$ cat config.mk
export PLATFORM = sky130hd
export DESIGN_NAME = std_counter_bank
export DESIGN_NICKNAME = d
export VERILOG_FILES = /design/src/rtl/std_pkg.sv /design/src/rtl/std_counter_lane.sv /design/src/rtl/std_register.sv /design/src/rtl/std_counter_bank.sv
export SDC_FILE = /design/constraint.sdc
export NUM_CORES = 1
export LEC_CHECK = 0
export ABC_CLOCK_PERIOD_IN_PS = 4000
export CAP_MARGIN = 20
export CELL_PAD_IN_SITES_DETAIL_PLACEMENT = 0
export CELL_PAD_IN_SITES_GLOBAL_PLACEMENT = 1
export CORE_UTILIZATION = 34
export CTS_CLUSTER_DIAMETER = 120
export CTS_CLUSTER_SIZE = 10
export DETAILED_ROUTE_END_ITERATION = 16
export GPL_ROUTABILITY_DRIVEN = 0
export GPL_TIMING_DRIVEN = 0
export HOLD_SLACK_MARGIN = 0.05
export PLACE_DENSITY_LB_ADDON = 0.1
export SYNTH_ARGS = -nofsm -noshare
export SYNTH_HDL_FRONTEND = slang
export SYNTH_SLANG_ARGS = --single-unit
$ cat constraint.sdc
create_clock -name clk -period 4 [get_ports clk]
set_input_delay 0.8 -clock clk [delete_from_list [all_inputs] [get_ports clk]]
set_output_delay 0.8 -clock clk [all_outputs]
set_load 0.02 [all_outputs]
$ cat src/rtl/std_pkg.sv
// Shared types for the std_* building blocks: counter boundary modes and the
// clock descriptor carried down to storage registers.
package std_pkg;

  typedef enum logic {
    STD_COUNTER_WRAP     = 1'b0,
    STD_COUNTER_SATURATE = 1'b1
  } std_counter_mode_t;

  typedef struct packed {
    logic [15:0] freq_mhz;
    logic [7:0]  domain_id;
  } std_clock_info_t;

endpackage

$ cat src/rtl/std_counter_lane.sv
// One counter lane: up/down by step against an inclusive max, wrap or saturate
// at the boundary, with clear > load > count priority.
module std_counter_lane
  import std_pkg::*;
#(
  parameter std_clock_info_t   CLOCK_INFO   = '0,
  parameter int unsigned       WIDTH        = 8,
  parameter logic [WIDTH-1:0]  RESET_VECTOR = '0,
  parameter std_counter_mode_t MODE         = STD_COUNTER_WRAP
) (
  input  logic             clk,
  input  logic             rst,
  input  logic             advance_i,
  input  logic             down_i,
  input  logic [WIDTH-1:0] step_i,
  input  logic [WIDTH-1:0] max_i,
  input  logic             clear_i,
  input  logic             load_enable_i,
  input  logic [WIDTH-1:0] load_value_i,
  output logic [WIDTH-1:0] value_o,
  output logic             complete_o,
  output logic             wrapped_o,
  output logic             event_o
);

  logic [WIDTH-1:0] value_q, value_d;
  logic             wrapped_q, wrapped_d;
  logic [WIDTH:0]   sum;
  logic             boundary;

  always_comb begin
    sum = {1'b0, value_q} + {1'b0, step_i};
    if (down_i) boundary = (value_q < step_i) || (value_q == '0);
    else        boundary = (sum > {1'b0, max_i}) || (value_q >= max_i);

    // A clear or load wins over counting, so it also swallows the event.
    event_o   = advance_i && boundary && !clear_i && !load_enable_i;
    wrapped_d = event_o;

    value_d = value_q;
    if (clear_i) begin
      value_d = RESET_VECTOR;
    end else if (load_enable_i) begin
      value_d = load_value_i;
    end else if (advance_i) begin
      if (!boundary)                     value_d = down_i ? (value_q - step_i) : sum[WIDTH-1:0];
      else if (MODE == STD_COUNTER_WRAP) value_d = down_i ? max_i : '0;
      else                               value_d = down_i ? '0 : max_i;
    end
  end

  std_register #(
    .CLOCK_INFO  (CLOCK_INFO),
    .WIDTH       (WIDTH),
    .RESET_VALUE (RESET_VECTOR)
  ) u_value_reg (
    .clk (clk),
    .rst (rst),
    .d_i (value_d),
    .q_o (value_q)
  );

  std_register #(
    .CLOCK_INFO  (CLOCK_INFO),
    .WIDTH       (1),
    .RESET_VALUE (1'b0)
  ) u_wrapped_reg (
    .clk (clk),
    .rst (rst),
    .d_i (wrapped_d),
    .q_o (wrapped_q)
  );

  assign value_o    = value_q;
  assign wrapped_o  = wrapped_q;
  assign complete_o = down_i ? (value_q == '0) : (value_q == max_i);

endmodule

$ cat src/rtl/std_register.sv
// Generic WIDTH-bit storage register with synchronous active-high reset.
module std_register
  import std_pkg::*;
#(
  parameter std_clock_info_t   CLOCK_INFO  = '0,
  parameter int unsigned       WIDTH       = 1,
  parameter logic [WIDTH-1:0]  RESET_VALUE = '0
) (
  input  logic             clk,
  input  logic             rst,
  input  logic [WIDTH-1:0] d_i,
  output logic [WIDTH-1:0] q_o
);

  logic [WIDTH-1:0] data_q;

  // Clock metadata is informational for timing/CDC tooling; no logic depends on it.
  if (CLOCK_INFO.freq_mhz != '0) begin : g_clk_annotated
  end

  always_ff @(posedge clk) begin
    if (rst) data_q <= RESET_VALUE;
    else     data_q <= d_i;
  end

  assign q_o = data_q;

endmodule

$ cat src/rtl/std_counter_bank.sv
// Bank of CHANNELS independent counter lanes; optionally cascaded so that each
// lane advances only on the previous lane's boundary event.
module std_counter_bank
  import std_pkg::*;
#(
  parameter std_clock_info_t   CLOCK_INFO   = 'b0,
  parameter int unsigned       CHANNELS     = 4,
  parameter int unsigned       WIDTH        = 8,
  parameter logic [WIDTH-1:0]  RESET_VECTOR = 'b0,
  parameter std_counter_mode_t MODE         = STD_COUNTER_WRAP,
  parameter int unsigned       CASCADE      = 0
) (
  input  logic                      clk,
  input  logic                      rst,
  input  logic [CHANNELS-1:0]       enable,
  input  logic [CHANNELS-1:0]       down,
  input  logic [CHANNELS*WIDTH-1:0] step,
  input  logic [CHANNELS*WIDTH-1:0] max,
  input  logic [CHANNELS-1:0]       clear,
  input  logic [CHANNELS-1:0]       load_enable,
  input  logic [CHANNELS*WIDTH-1:0] load_value,
  output logic [CHANNELS*WIDTH-1:0] value,
  output logic [CHANNELS-1:0]       complete,
  output logic [CHANNELS-1:0]       wrapped
);

  for (genvar i = 0; i < CHANNELS; i++) begin : g_lane
    logic adv;
    logic evt;

    // Per-lane signals (not a shared vector) keep the cascade chain acyclic.
    if (CASCADE == 0 || i == 0) begin : g_adv
      assign adv = enable[i];
    end else begin : g_adv
      assign adv = enable[i] && g_lane[i-1].evt;
    end

    std_counter_lane #(
      .CLOCK_INFO   (CLOCK_INFO),
      .WIDTH        (WIDTH),
      .RESET_VECTOR (RESET_VECTOR),
      .MODE         (MODE)
    ) u_lane (
      .clk           (clk),
      .rst           (rst),
      .advance_i     (adv),
      .down_i        (down[i]),
      .step_i        (step[i*WIDTH +: WIDTH]),
      .max_i         (max[i*WIDTH +: WIDTH]),
      .clear_i       (clear[i]),
      .load_enable_i (load_enable[i]),
      .load_value_i  (load_value[i*WIDTH +: WIDTH]),
      .value_o       (value[i*WIDTH +: WIDTH]),
      .complete_o    (complete[i]),
      .wrapped_o     (wrapped[i]),
      .event_o       (evt)
    );
  end

endmodule

Word level (Yosys, flattened, before mapping)
Index checks and enable logic that the tools add are counted.

operators by class
  equality and inequality tests = 4
  reduce and logical (&&, ||, !) cells = 40
  order comparisons = 12
  muxes and demuxes = 28
  $add $sub $neg = 8

operators with widths
  operator                     number
  two-way mux 8 bit            20
  adder 8 x 8 -> 9 bit         4
  > comparator 9 x 8 -> 1 bit  4
  equality test 8 bit          4
  >= comparator 8 bit          4
  zero test 8 bit              4
  < comparator 8 bit           4
  subtractor 8 bit             4
  logical AND 1 bit            12
  zero test 1 bit              8
  logical OR 1 bit             8
  two-way mux 1 bit            8
  nonzero test 2 bit           4
  OR reduction 2 bit           4

word-level totals
  word-level logic and storage cells = 100
  bits in registers = 36
  output and inout port bits = 40
  input bits = 114

Logic depth before layout (Yosys ltp)
  depth after elaboration = 7
  mapped depth = 19

Hierarchy
From an unflattened synthesis, not the netlist that was laid out.

second synthesis, totals
  cells, all modules = 860
  area, all modules = 6785.3 um2

modules (own cells, without submodules)
  module                                             seq. area each (um2)  area an instance (um2)  instances  cells each
  std_counter_lane (g_lane[1].u_lane ...)            0.0                   1430.1                  2          193
  std_counter_lane (g_lane[3].u_lane)                0.0                   1493.9                  1          197
  std_counter_lane (g_lane[0].u_lane)                0.0                   1455.1                  1          205
  std_register (g_lane[0].u_lane.u_value_reg ...)    160.2                 210.2                   4          16
  std_register (g_lane[0].u_lane.u_wrapped_reg ...)  20.0                  33.8                    4          2

Worst setup path after synthesis
OpenSTA, ideal clock, no wires.

  path type = input to register
  from = input port step[24]
  to = register g_lane[3].u_lane.u_value_reg.data_q[0]
  data arrival time = 4005 ps
  required time = 3934 ps
  path slack = -72 ps
  setup time = 66 ps
  cell stages on the path = 15
  path through = ha_1 fa_1 nor2b_1 o311ai_1 a21oi_1 nand2b_1 ha_1 a2111oi_0 nand2_1 a31oi_1 o311ai_1 o211ai_2 mux2_4 a211o_1 a21oi_2

on the way
  word-level cells in the longest chain between the ends = 7
  elaborated cells on any way between the ends = 11

ends and longest elaborated chain
  element                      line                    text
  from (decl)                  std_counter_bank.sv:17  input logic [CHANNELS*WIDTH-1:0] step,
  adder 8 x 8 -> 9 bit         std_counter_lane.sv:32  sum = {1'b0, value_q} + {1'b0, step_i};
  > comparator 9 x 8 -> 1 bit  std_counter_lane.sv:34  else boundary = (sum > {1'b0, max_i}) || (value_q >= max_i);
  logical OR 1 bit             std_counter_lane.sv:34
  two-way mux 1 bit            std_counter_lane.sv:33  if (down_i) boundary = (value_q < step_i) || (value_q == '0);
  two-way mux 8 bit *          std_counter_lane.sv:46  if (!boundary) value_d = down_i ? (value_q - step_i) : sum[WIDTH-1:0];
  two-way mux 8 bit *          std_counter_lane.sv:45  end else if (advance_i) begin
  two-way mux 8 bit *          std_counter_lane.sv:43  end else if (load_enable_i) begin
  to (signal assigned)         std_register.sv:23      else data_q <= d_i;
  to (decl)                    std_register.sv:15      logic [WIDTH-1:0] data_q;

Mark *: on every way between the ends. The rest lies on a longest branch, timed or not. The select of a mux whose other input is x is not followed.
A chain may end at the register's enable or synchronous reset.

Worst setup path after layout
Same ends and word-level chain as after synthesis.

==> out/metrics.cfg <==
[setup_path]
critPathKind = primary input to flop
crit_path_start_kind = primary input
crit_top_cell = ha_4
critPathSlowestCell = fa_2
required_ns = 4.22
reg2reg_to = g_lane[3].u_lane.u_value_reg.q_o[0]$_SDFFE_PP0P_
arrival_ns = 4.08
max_stage_delay_ns = 0.35
r2r-start = g_lane[3].u_lane.u_value_reg.q_o[0]$_SDFFE_PP0P_
r2r_slack_ns = 0.31
r2r_cells = 15
path_cells = buf_6, ha_4, fa_2, nor2b_4, o311ai_4, a21oi_1, nand2b_4, ha_4, a2111oi_4, nand2_1, a31oi_1, o311ai_1, o211ai_2, mux2_4, a211o_1, a21oi_2
path_max_fanout = 3
end_kind = flop

[timing]
relSlewSlack_pct = 36.8
finalSetupViolCount = 0
hold_violations = 0
layout_setup_ws_ns = 0.135
tns_ns = 0
clock_skew_ns = 0.00471
fmax_mhz = 259
worst_slew_pin_slew_ns = 0.945
period_share_pct = 96.6
fin_crit_ns = 3.87
slew_viol_final = 0

[placed_design]
dp_hpwl_um = 16900
port_buffers = 150
post-place-ws_ns = -1.02
dp.cells = 1242

[cts]
cts.sinks = 36
root_buffer = clkbuf_16
clk-insertion-delay-late_ns = 0.28
cts_tree = yes
cts_made_buffers = 5
path_clk_slew_ns = 0.06
clk_path_buf_depth = 2
htree_levels = 2

[routing]
wl_um = 21500
first_iter_violations = 332
via_count = 6905
via_per_inst = 5.27
wire_per_inst_um = 16.4
ant_nets = 0
drc_errors = 0
drt-pass1-iter-count = 5

[die]
dieArea_um2 = 19600
start_util_pct = 34.7
core_um2 = 18600
die_w_um = 140
io_pins = 154
die_h_um = 140
rows = 50

[min_path]
holdPathEnd = g_lane[1].u_lane.u_value_reg.q_o[0]$_SDFFE_PP0P_
hp-start = g_lane[1].u_lane.u_value_reg.q_o[0]$_SDFFE_PP0P_
holdPathStages = 2
hp-class = flop to flop

[power]
max-vdd-ir-drop_uv = 128
powerDensity_nw_per_um2 = 213
p_leak_nw = 4.19

[final_layout]
fillCellCount = 1849
num_antenna_cells = 0
layout_commonest_cell = clkdlybuf4s50_1
final_cell_mix = clkdlybuf4s50_1, ha_1, inv_1
final_cells = 1310
drive_gt1_share_pct = 19.9
syn2layout_area_growth_pct = 47.5
final_nets = 1325
final_core_util_pct = 51.1

[synth]
synth_ff_type = dfxtp_1
syn_area_um2 = 6460
syn_nets = 1108
yosys_warnings = 0
async_flop_share_pct = 0
synth.ff_latch_count = 36
ys_seq_area_share_pct = 11.1
netlist_instances = 858
syn_area_per_cell_um2 = 7.53
synth_edf_count = 0
synth_cell_types = 74

[global_route]
grtUsageTotal_pct = 22.0
grt_antenna_before_repair = 0
grt_overflow = 0
grt_max_degree = 12
first_global_vias = 6766
grt_pass1_wl_um = 34600

[run_status]
status = completed

[job]
maxCapViolCount = 0

[area by class of cell]
| type | count | area (um^2) | share of cell area [%] |
|---|---|---|---|
| tap | 234 | 293 | 3.07 |
| inverter | 99 | 372 | 3.90 |
| sequential | 36 | 721 | 7.56 |
| buffer | 30 | 184 | 1.93 |
| clock buffer | 6 | 139 | 1.46 |
| clock inverter | 2 | 10.0 | 0.105 |
| timing repair buffer | 219 | 2000 | 21.0 |
| multi-input combinational | 684 | 5820 | 61.0 |
[logic make-up after synthesis]
group	after synthesis	synth area share, %
AOI/OAI and AO/OA	273	27.3
xor gates and xnor gates	39	5.28
adders and majority gates	136	27.3
buffers and inverters	138	8.63
DFF	36	11.1
muxes	19	3.16
and+or+nand+nor	217	17.2
[report_power, final]
part,leakage [nW],internal (mW),total (mW),switching [mW]
clock,0.0766,0.246,0.399,0.153
combinational,3.82,0.622,1.21,0.592
sequential,0.294,0.377,0.418,0.0410
total,4.19,1.24,2.03,0.787
[stage by stage]
step           instance area [um^2]  total power [mW]  hold WS, ns
6_report                       9530              2.03        0.639
5_1_grt                        9530              2.19        0.669
4_1_cts                        9120              1.96        0.646
3_5_place_dp                   8270              1.39        0.626
3_3_place_gp                   8270              1.39        0.617
2_1_floorplan                  6470              1.04        0.656
[how the worst max path moves through the flow]
stage,startpoint,to,slack [ns],cells past startpoint
finish,step[24],g_lane[3].u_lane.u_value_reg.q_o[0]$_SDFFE_PP0P_,0.13,16
global route,step[2],g_lane[0].u_lane.u_value_reg.q_o[1]$_SDFFE_PP0P_,-0.02,18
CTS,step[24],g_lane[3].u_lane.u_value_reg.q_o[0]$_SDFFE_PP0P_,0.001,16
detailed placement,step[26],g_lane[3].u_lane.u_value_reg.q_o[0]$_SDFFE_PP0P_,-1.02,18
global placement,step[18],g_lane[2].u_lane.u_value_reg.q_o[0]$_SDFFE_PP0P_,-1.0,18
floorplan,step[24],g_lane[3].u_lane.u_value_reg.q_o[0]$_SDFFE_PP0P_,0.008,15
[registers in the layout, indices dropped and copies added, names as in the netlist]
name                             cells
g_lane.u_lane.u_wrapped_reg.q_o      4
g_lane.u_lane.u_value_reg.q_o       32
[worst max-delay path, delay by kind of cell]
| family | cells | cell delay [ns] |
|---|---|---|
| fa+ha+maj | 3 | 0.73 |
| compound gates | 8 | 1.70 |
| buf+inv | 1 | 0.10 |
| simple gates | 3 | 0.40 |
| mux | 1 | 0.33 |
[what timing repair did]
| action | 4_1_cts | 5_1_grt |
|---|---|---|
| endpoints found under the setup margin | 35 | 35 |
| cloned | 0 | 0 |
| endpoints found under the hold margin | 0 | 0 |
| buffers inserted | 45 | 23 |
| pin swaps | 55 | 63 |
| hold buffers | 0 | 0 |
| gates resized for setup | 107 | 71 |
[cells in the mapped netlist, types with 15 or more instances]
library cell	number	share of area, %
nor2b_1	18	1.7
nand2_1	59	3.4
ha_1	128	25
a21oi_1	76	5.9
inv_1	97	5.6
dfxtp_1	36	11
nor2_1	40	2.3
xnor2_1	27	3.7
a21o_1	15	1.7
o21ai_0	63	4.9
nor3_1	20	1.5
clkbuf_1	22	1.3
[layer usage]
metal	wire length, um	vias up	track usage (%)	part of all wire (%)
met5	0	-	0	0
met4	175	0	4.57	0.82
met3	905	10	2.79	4.2
met2	10200	151	37.0	47
met1	10200	3221	29.9	48
li1	-	3523	-	-
Note: power is estimated with default switching activity, not from simulation.
